## src/rtl/seq_pkg.sv

```systemverilog
// Shared types and defaults for the multi-track step sequencer.
package seq_pkg;

    localparam int unsigned SEQ_NOTE_W        = 4;
    localparam int unsigned MIN_TICKS_DEFAULT = 4;

    typedef logic [SEQ_NOTE_W-1:0] note_t;

    localparam note_t NOTE_REST = '0;

    typedef enum logic {SEQ_STOP, SEQ_RUN} seq_state_e;

endpackage

```

## src/rtl/seq_track_engine_if.sv

```systemverilog
// Control/status bundle between a sequencer host and seq_track_engine.
// swing_ticks exists only when SEQ_SWING_EN is defined.
interface seq_track_engine_if #(
    parameter int unsigned NUM_STEPS  = 16,
    parameter int unsigned NUM_TRACKS = 4,
    parameter int unsigned NOTE_W     = 4,
    parameter int unsigned TEMPO_W    = 24
);
    localparam int unsigned IDX_W = $clog2(NUM_STEPS);

    logic                                  run;
    logic [TEMPO_W-1:0]                    tempo_ticks;
    logic [NUM_TRACKS*NUM_STEPS*NOTE_W-1:0] pattern;
    logic [NUM_TRACKS-1:0]                 track_mute;
`ifdef SEQ_SWING_EN
    logic [TEMPO_W-2:0]                    swing_ticks;
`endif
    logic [IDX_W-1:0]                      step_idx;
    logic                                  step_pulse;
    logic [NUM_TRACKS*NOTE_W-1:0]          track_pitch;
    logic [NUM_TRACKS-1:0]                 track_gate;
    logic                                  running;

`ifdef SEQ_SWING_EN
    modport master (
        output run, tempo_ticks, pattern, track_mute, swing_ticks,
        input  step_idx, step_pulse, track_pitch, track_gate, running
    );
    modport slave (
        input  run, tempo_ticks, pattern, track_mute, swing_ticks,
        output step_idx, step_pulse, track_pitch, track_gate, running
    );
`else
    modport master (
        output run, tempo_ticks, pattern, track_mute,
        input  step_idx, step_pulse, track_pitch, track_gate, running
    );
    modport slave (
        input  run, tempo_ticks, pattern, track_mute,
        output step_idx, step_pulse, track_pitch, track_gate, running
    );
`endif

endinterface

```

## src/rtl/seq_step_timer.sv

```systemverilog
// Step tick counter: clamps/latches step length and gate length at each step start.
// With SEQ_SWING_EN, even steps are lengthened and odd steps shortened by the swing amount.
module seq_step_timer
    import seq_pkg::*;
#(
    parameter int unsigned TEMPO_W   = 24,
    parameter int unsigned MIN_TICKS = MIN_TICKS_DEFAULT
) (
    input  logic               clk,
    input  logic               rst_n,
    input  logic               go,
    input  logic               active,
    input  logic [TEMPO_W-1:0] tempo_ticks,
`ifdef SEQ_SWING_EN
    input  logic               next_odd,
    input  logic [TEMPO_W-2:0] swing_ticks,
`endif
    output logic               step_start,
    output logic               gate_active
);
    // One extra bit so base + swing cannot overflow.
    localparam int unsigned LEN_W = TEMPO_W + 1;

    logic [LEN_W-1:0] cnt_q, len_q, glen_q;
    logic [LEN_W-1:0] base_len, new_len, half_len, new_glen;

    always_comb begin
        base_len = (tempo_ticks < TEMPO_W'(MIN_TICKS)) ? LEN_W'(MIN_TICKS) : {1'b0, tempo_ticks};
`ifdef SEQ_SWING_EN
        begin
            logic [LEN_W-1:0] sw;
            sw = ({2'b00, swing_ticks} < (base_len >> 1)) ? {2'b00, swing_ticks} : (base_len >> 1);
            new_len = next_odd ? (base_len - sw) : (base_len + sw);
        end
`else
        new_len = base_len;
`endif
        half_len = new_len >> 1;
        new_glen = (half_len == '0) ? LEN_W'(1) : half_len;
    end

    assign step_start  = go | (active & (cnt_q == len_q - LEN_W'(1)));
    // High while the following cycle is still inside the gate window.
    assign gate_active = (cnt_q + LEN_W'(1)) < glen_q;

    always_ff @(posedge clk or negedge rst_n) begin
        if (!rst_n) begin
            cnt_q  <= '0;
            len_q  <= '0;
            glen_q <= '0;
        end else if (step_start) begin
            cnt_q  <= '0;
            len_q  <= new_len;
            glen_q <= new_glen;
        end else if (active) begin
            cnt_q  <= cnt_q + LEN_W'(1);
        end else begin
            cnt_q  <= '0;
        end
    end

endmodule

```

## src/rtl/seq_track_engine.sv

```systemverilog
// Multi-track step sequencer core: run/stop FSM, step index, per-track pitch and gate.
// Optional swing timing is enabled by defining SEQ_SWING_EN.
module seq_track_engine
    import seq_pkg::*;
#(
    parameter int unsigned NUM_STEPS  = 16,
    parameter int unsigned NUM_TRACKS = 4,
    parameter int unsigned NOTE_W     = 4,
    parameter int unsigned TEMPO_W    = 24,
    parameter int unsigned MIN_TICKS  = MIN_TICKS_DEFAULT
) (
    input logic               clk,
    input logic               rst_n,
    seq_track_engine_if.slave bus
);
    localparam int unsigned IDX_W = $clog2(NUM_STEPS);

    logic [1:0]       rst_sync_q;
    logic             rst_int_n;
    seq_state_e       state_q;
    logic [IDX_W-1:0] step_idx_q, next_idx;
    logic             pulse_q, running_q;
    logic             go, active, step_start, gate_active;

    // Asynchronous assertion, synchronous release of the internal reset.
    always_ff @(posedge clk or negedge rst_n) begin
        if (!rst_n) rst_sync_q <= '0;
        else        rst_sync_q <= {rst_sync_q[0], 1'b1};
    end
    assign rst_int_n = rst_sync_q[1];

    assign go       = (state_q == SEQ_STOP) && bus.run;
    assign active   = (state_q == SEQ_RUN) && bus.run;
    assign next_idx = go ? '0 : step_idx_q + IDX_W'(1);

    seq_step_timer #(
        .TEMPO_W   (TEMPO_W),
        .MIN_TICKS (MIN_TICKS)
    ) u_timer (
        .clk         (clk),
        .rst_n       (rst_int_n),
        .go          (go),
        .active      (active),
        .tempo_ticks (bus.tempo_ticks),
`ifdef SEQ_SWING_EN
        .next_odd    (next_idx[0]),
        .swing_ticks (bus.swing_ticks),
`endif
        .step_start  (step_start),
        .gate_active (gate_active)
    );

    always_ff @(posedge clk or negedge rst_int_n) begin
        if (!rst_int_n) begin
            state_q    <= SEQ_STOP;
            step_idx_q <= '0;
            pulse_q    <= 1'b0;
            running_q  <= 1'b0;
        end else begin
            pulse_q <= step_start;
            unique case (state_q)
                SEQ_STOP: begin
                    if (bus.run) begin
                        state_q    <= SEQ_RUN;
                        running_q  <= 1'b1;
                        step_idx_q <= '0;
                    end
                end
                SEQ_RUN: begin
                    if (!bus.run) begin
                        state_q    <= SEQ_STOP;
                        running_q  <= 1'b0;
                        step_idx_q <= '0;
                    end else if (step_start) begin
                        step_idx_q <= next_idx;
                    end
                end
                default: state_q <= SEQ_STOP;
            endcase
        end
    end

    assign bus.step_idx   = step_idx_q;
    assign bus.step_pulse = pulse_q;
    assign bus.running    = running_q;

    for (genvar t = 0; t < NUM_TRACKS; t++) begin : g_track
        logic [NOTE_W-1:0] lane [NUM_STEPS];
        logic [NOTE_W-1:0] note, pitch_q;
        logic              gate_q;

        for (genvar s = 0; s < NUM_STEPS; s++) begin : g_step
            assign lane[s] = bus.pattern[(t*NUM_STEPS+s)*NOTE_W +: NOTE_W];
        end
        assign note = lane[next_idx];

        always_ff @(posedge clk or negedge rst_int_n) begin
            if (!rst_int_n) begin
                pitch_q <= '0;
                gate_q  <= 1'b0;
            end else if (state_q == SEQ_RUN && !bus.run) begin
                gate_q  <= 1'b0;
            end else if (step_start) begin
                pitch_q <= note;
                gate_q  <= (note != NOTE_W'(NOTE_REST)) && !bus.track_mute[t];
            end else begin
                // Mute can only drop the gate mid-step; it never re-raises it.
                gate_q  <= gate_q && !bus.track_mute[t] && gate_active;
            end
        end

        assign bus.track_pitch[t*NOTE_W +: NOTE_W] = pitch_q;
        assign bus.track_gate[t]                   = gate_q;
    end

endmodule

```

## src/flat_wrapper.sv

```systemverilog
// flat-port wrapper written by rule: the top's interface ports become plain ports
module seq_track_engine_flat import seq_pkg::*;
#(
    parameter int unsigned NUM_STEPS  = 16,
    parameter int unsigned NUM_TRACKS = 4,
    parameter int unsigned NOTE_W     = 4,
    parameter int unsigned TEMPO_W    = 24,
    parameter int unsigned MIN_TICKS  = MIN_TICKS_DEFAULT
)
  (clk, rst_n, bus_run, bus_tempo_ticks, bus_pattern, bus_track_mute, bus_step_idx, bus_step_pulse, bus_track_pitch, bus_track_gate, bus_running);
  seq_track_engine_if #(.NUM_STEPS(NUM_STEPS), .NUM_TRACKS(NUM_TRACKS), .NOTE_W(NOTE_W), .TEMPO_W(TEMPO_W)) bus_i ();
  input logic clk;
  input logic rst_n;
  input wire logic [$bits(bus_i.run)-1:0] bus_run;
  input wire logic [$bits(bus_i.tempo_ticks)-1:0] bus_tempo_ticks;
  input wire logic [$bits(bus_i.pattern)-1:0] bus_pattern;
  input wire logic [$bits(bus_i.track_mute)-1:0] bus_track_mute;
  output wire logic [$bits(bus_i.step_idx)-1:0] bus_step_idx;
  output wire logic [$bits(bus_i.step_pulse)-1:0] bus_step_pulse;
  output wire logic [$bits(bus_i.track_pitch)-1:0] bus_track_pitch;
  output wire logic [$bits(bus_i.track_gate)-1:0] bus_track_gate;
  output wire logic [$bits(bus_i.running)-1:0] bus_running;
  assign bus_i.run = bus_run;
  assign bus_i.tempo_ticks = bus_tempo_ticks;
  assign bus_i.pattern = bus_pattern;
  assign bus_i.track_mute = bus_track_mute;
  assign bus_step_idx = bus_i.step_idx;
  assign bus_step_pulse = bus_i.step_pulse;
  assign bus_track_pitch = bus_i.track_pitch;
  assign bus_track_gate = bus_i.track_gate;
  assign bus_running = bus_i.running;
  seq_track_engine #(.NUM_STEPS(NUM_STEPS), .NUM_TRACKS(NUM_TRACKS), .NOTE_W(NOTE_W), .TEMPO_W(TEMPO_W), .MIN_TICKS(MIN_TICKS)) u_core (.clk(clk), .rst_n(rst_n), .bus(bus_i));
endmodule
```

## config.mk

```make
export PLATFORM = sky130hd
export DESIGN_NAME = seq_track_engine_flat
export DESIGN_NICKNAME = d
export VERILOG_FILES = /design/src/rtl/seq_pkg.sv /design/src/rtl/seq_track_engine_if.sv /design/src/rtl/seq_step_timer.sv /design/src/rtl/seq_track_engine.sv /design/src/flat_wrapper.sv
export SDC_FILE = /design/constraint.sdc
export NUM_CORES = 1
export LEC_CHECK = 0
export ABC_AREA = 1
export CORE_ASPECT_RATIO = 2
export CORE_MARGIN = 1
export CORE_UTILIZATION = 41
export CTS_CLUSTER_SIZE = 25
export DETAILED_ROUTE_END_ITERATION = 16
export GPL_TIMING_DRIVEN = 1
export PLACE_DENSITY = 0.79
export SLEW_MARGIN = 20
export SYNTH_ARGS = -nofsm -noshare
export SYNTH_HDL_FRONTEND = slang
export SYNTH_SLANG_ARGS = --single-unit
```

## constraint.sdc

```tcl
create_clock -name clk -period 3.2 [get_ports clk]
set_input_delay 0.8 -clock clk [delete_from_list [all_inputs] [get_ports clk]]
set_output_delay 0.8 -clock clk [all_outputs]
set_load 0.005 [all_outputs]
```

==> results by group <==
Run status
  • Outcome: finished clean

STA
  • Worst-margin pin slew: 0.723 ns
  • Highest attainable clock frequency: between 300 and 400 MHz
  • Unrepaired setup endpoints after global routing: yes
  • TNS Setup: 0 ns
  • Skew final: 0.00934 ns
  • Final Hold Fails: 0
  • Max Slew Vio Count: 0
  • Final period util: 0.989
  • Relative slew slack: 0.513
  • Min Tclk post-route: 3.16 ns
  • Final setup fails: 0

Setup path
  • Endpoint type of the worst setup path: register
  • Bufs and invs on worst path: 4
  • Crit Path Category: register to register
  • Reg2reg setup slack: 0.04 ns
  • FF-to-FF End: u_core.g_track[2].gate_q$_DFF_PN0_
  • Cell Chain, Critical Path: ha_4, nand4_1, nor3_2, buf_4, nand2_2, buf_4, xor2_1, buf_4, inv_1, ha_1, a21oi_2, o21ai_2, a21oi_1, nand2_1, nand2_1, nand2_1, nand2_2, nand2_4, nor3_2, nand2_1, nand2_1
  • Crit-path max FO: 4
  • R2R Path Start: u_core.u_timer.cnt_q[1]$_DFF_PN0_
  • Cells on worst reg2reg path: 21
  • Max stage delay on crit path: approximately 0.44 ns
  • Critical Path RT: around 3.5 ns
  • Worst Path Arrival: 3.46 ns
  • Slowest CP cell: dfrtp_1
  • Worst setup SP type: register
  • Most numerous cell on the critical path: nand2_1
  • Crit-path leading delay family: simple AND/OR/NAND/NOR gates

Floorplan
  • DIE AREA: between 20,000 and 25,000 um2
  • Row Count: 72
  • Initial cell density of the core: 0.420
  • Die X: 102 um
  • Core area: 19,500 um2
  • Ports: 313
  • Die Y: 202 um

Placement
  • Gp weighted congestion: 0.990
  • DP Wirelength: 28.6 mm
  • Placed inst area: between 10,000 and 15,000 um2
  • Port-buffer cells: 312

Min path
  • Hold Crit Class: register to asynchronous set/reset pin

Routing
  • Drt wl/cell: 19.2 um
  • DR WL met3: 1.80 mm
  • Number of routed nets with antenna violations: 0
  • DR iter-0 viols: 624
  • 1st-pass router iterations: 5
  • Top Metal Used: met5
  • Met2 wire length: around 19 mm
  • Remaining DRCs: 0
  • Post-Route WL: 35.3 mm
  • Vias per cell: 5.40
  • Wl on met1: 11.8 mm
  • Via Count: 9,908

Synth
  • Synthesized area: 8170 um2
  • Netlist cell types: between 40 and 50
  • Post-Synth Adder-Cell Area: 0.0429
  • Seq/Total Area, Yosys: 0.310
  • Synth Register Bits: 101
  • Syn. warnings: 0
  • EDFF count, synth: 0
  • Mapped Nets: ~1,500
  • Post-synth ARST share: 1.00
  • Post-Synthesis Cells: 1,218
  • Xor and xnor area share after synthesis: 0.0477
  • Syn_area_per_cell: 6.70 um2
  • Ys flop type: dfrtp_1
  • Mux cell area share after synthesis: 0
  • Synth Area in Compound Gates: 0.203
  • Largest family of logic cells by synthesized area: simple AND/OR/NAND/NOR gates
  • Simple-gate area share of the yosys netlist: 0.301

Global routing
  • Antenna violations before repair: 2
  • Congestion Overflow GR: 0
  • All-Layer GR Usage: 0.341
  • Largest net degree at the start of global routing: 100
  • Vias in the first global route: 9,813
  • First-pass GRT wire length: just over 50 mm

Power and ir drop
  • Peak supply drop: approximately 0.28 mV
  • Leakage power: 5.66 nW
  • Total power: 4.09 mW
  • Power density cells: roughly 320 nW/um2

Clocking
  • CTS H-tree lvls: 3
  • CTS Buf Count: 9
  • Clock slew at reported path FFs: about 0.07 ns
  • Root buffer cell: clkbuf_16
  • Hold buffers post-CTS: 0
  • Clock sink count: 101
  • Clock buffer depth: 2
  • Worst-skew pair later-pin latency: between 0.3 and 0.4 ns
  • CTS tree: yes

Flow run
  • Max-cap viol count: 0

Cells and area
  • Multi-input gate area: 5130 um2
  • Share of layout cells above drive strength 1: 0.126
  • Layout Area Growth over Synthesis: 55.9%
  • # fillers: 1,714
  • Post-route cell area: 12,700 um2
  • Layout Nets: 1,885
  • Seq. cell area: 2530 um2
metal layers:
metal,vias up,global-route usage
met2,448,0.627
met3,133,0.0431
li1,4746,-
met5,-,0
met1,4579,0.335
met4,2,0.256
kinds of logic after synthesis:
kind of cell | count (synthesis)
compound gates | 267
flops | 101
xor+xnor | 42
buf+inv | 190
other cells | 1
simple gates | 589
fa+ha+maj | 28
cell usage in the layout (no fill, tap or decap), types with 9 or more instances in the layout:
cell	count
o221ai_1	27
dfrtp_1	99
xor2_1	27
nand4_1	11
nand3_1	54
buf_12	10
nor2_1	191
nand2_1	259
a21oi_1	23
ha_1	22
buf_4	80
inv_1	121
o211ai_1	47
o21ai_0	122
clkdlybuf4s50_1	312
clkbuf_16	9
or2_2	24
registers in the layout, summed over array words and instances, names as in the netlist:
name                    cells
u_core.bus.running          1
u_core.bus.step_idx         4
u_core.bus.step_pulse       1
u_core.g_track.gate_q       4
u_core.g_track.pitch_q     16
u_core.rst_sync_q           2
u_core.state_q              1
u_core.u_timer.cnt_q       25
u_core.u_timer.glen_q      23
u_core.u_timer.len_q       24
worst max path at each step:
stage,cells past startpoint,endpoint,startpoint,slack (ns)
final,21,u_core.g_track[2].gate_q$_DFF_PN0_,u_core.u_timer.cnt_q[1]$_DFF_PN0_,0.04
after detailed placement,21,u_core.g_track[3].gate_q$_DFF_PN0_,u_core.u_timer.cnt_q[0]$_DFF_PN0_,-0.07
after floorplan,0,u_core.bus.running$_DFFE_PN0P_,u_core.rst_sync_q[1]$_DFF_PN0_,0.18
after global routing,23,u_core.g_track[2].gate_q$_DFF_PN0_,u_core.u_timer.cnt_q[0]$_DFF_PN0_,-0.16
after global placement,16,u_core.g_track[3].gate_q$_DFF_PN0_,bus_run,-0.03
after CTS,23,u_core.g_track[2].gate_q$_DFF_PN0_,u_core.u_timer.cnt_q[0]$_DFF_PN0_,0.003
stage by stage:
| step | instances | utilization | hold slack, ns | setup slack (ns) |
|---|---|---|---|---|
| floorplan | 1218 | - | 0.331 | 0.178 |
| global placement | 1809 | 0.621 | 0.341 | -0.0297 |
| detailed placement | 1809 | 0.621 | 0.357 | -0.0725 |
| CTS | 1826 | 0.638 | 0.381 | 0.00319 |
| global route | 1835 | 0.654 | 0.379 | -0.161 |
| finish | 1835 | 0.654 | 0.365 | 0.0362 |
cell usage after synthesis, types with 11 or more instances:
| cell type | n | area [um2] |
|---|---|---|
| o211ai_1 | 47 | 353 |
| or2_2 | 24 | 150 |
| dfrtp_1 | 101 | 2530 |
| buf_2 | 19 | 95.1 |
| o21ai_0 | 124 | 621 |
| clkbuf_1 | 32 | 120 |
| nand2_1 | 267 | 1000 |
| inv_1 | 123 | 462 |
| nor2_1 | 201 | 754 |
| nand4_1 | 11 | 68.8 |
| a21oi_1 | 27 | 135 |
| nand3_1 | 57 | 285 |
| o221ai_1 | 27 | 236 |
| xor2_1 | 32 | 280 |
| nor3_1 | 12 | 60.1 |
| ha_1 | 28 | 350 |
power by group:
part | internal [mW] | switching, mW
Sequential | 1.40 | 0.105
Combinational | 0.722 | 0.714
Clock | 0.654 | 0.493
cell type report:
cell class / count / area share
multi-input combinational: 927 / 0.403
timing repair buffer: 404 / 0.310
clock inverter: 4 / 0.00433
inverter: 127 / 0.0375
sequential: 101 / 0.199
antenna: 1 / 0.000197
tap: 259 / 0.0255
clock buffer: 12 / 0.0202
timing repair:
item | 4_1_cts | 5_1_grt
setup endpoints to repair | 4 | 13
gates resized for setup | 3 | 53
setup buffers | 1 | 8
pin swaps | 0 | 23
gates cloned | 0 | 0
No activity file was read; power rests on OpenSTA's default activity.
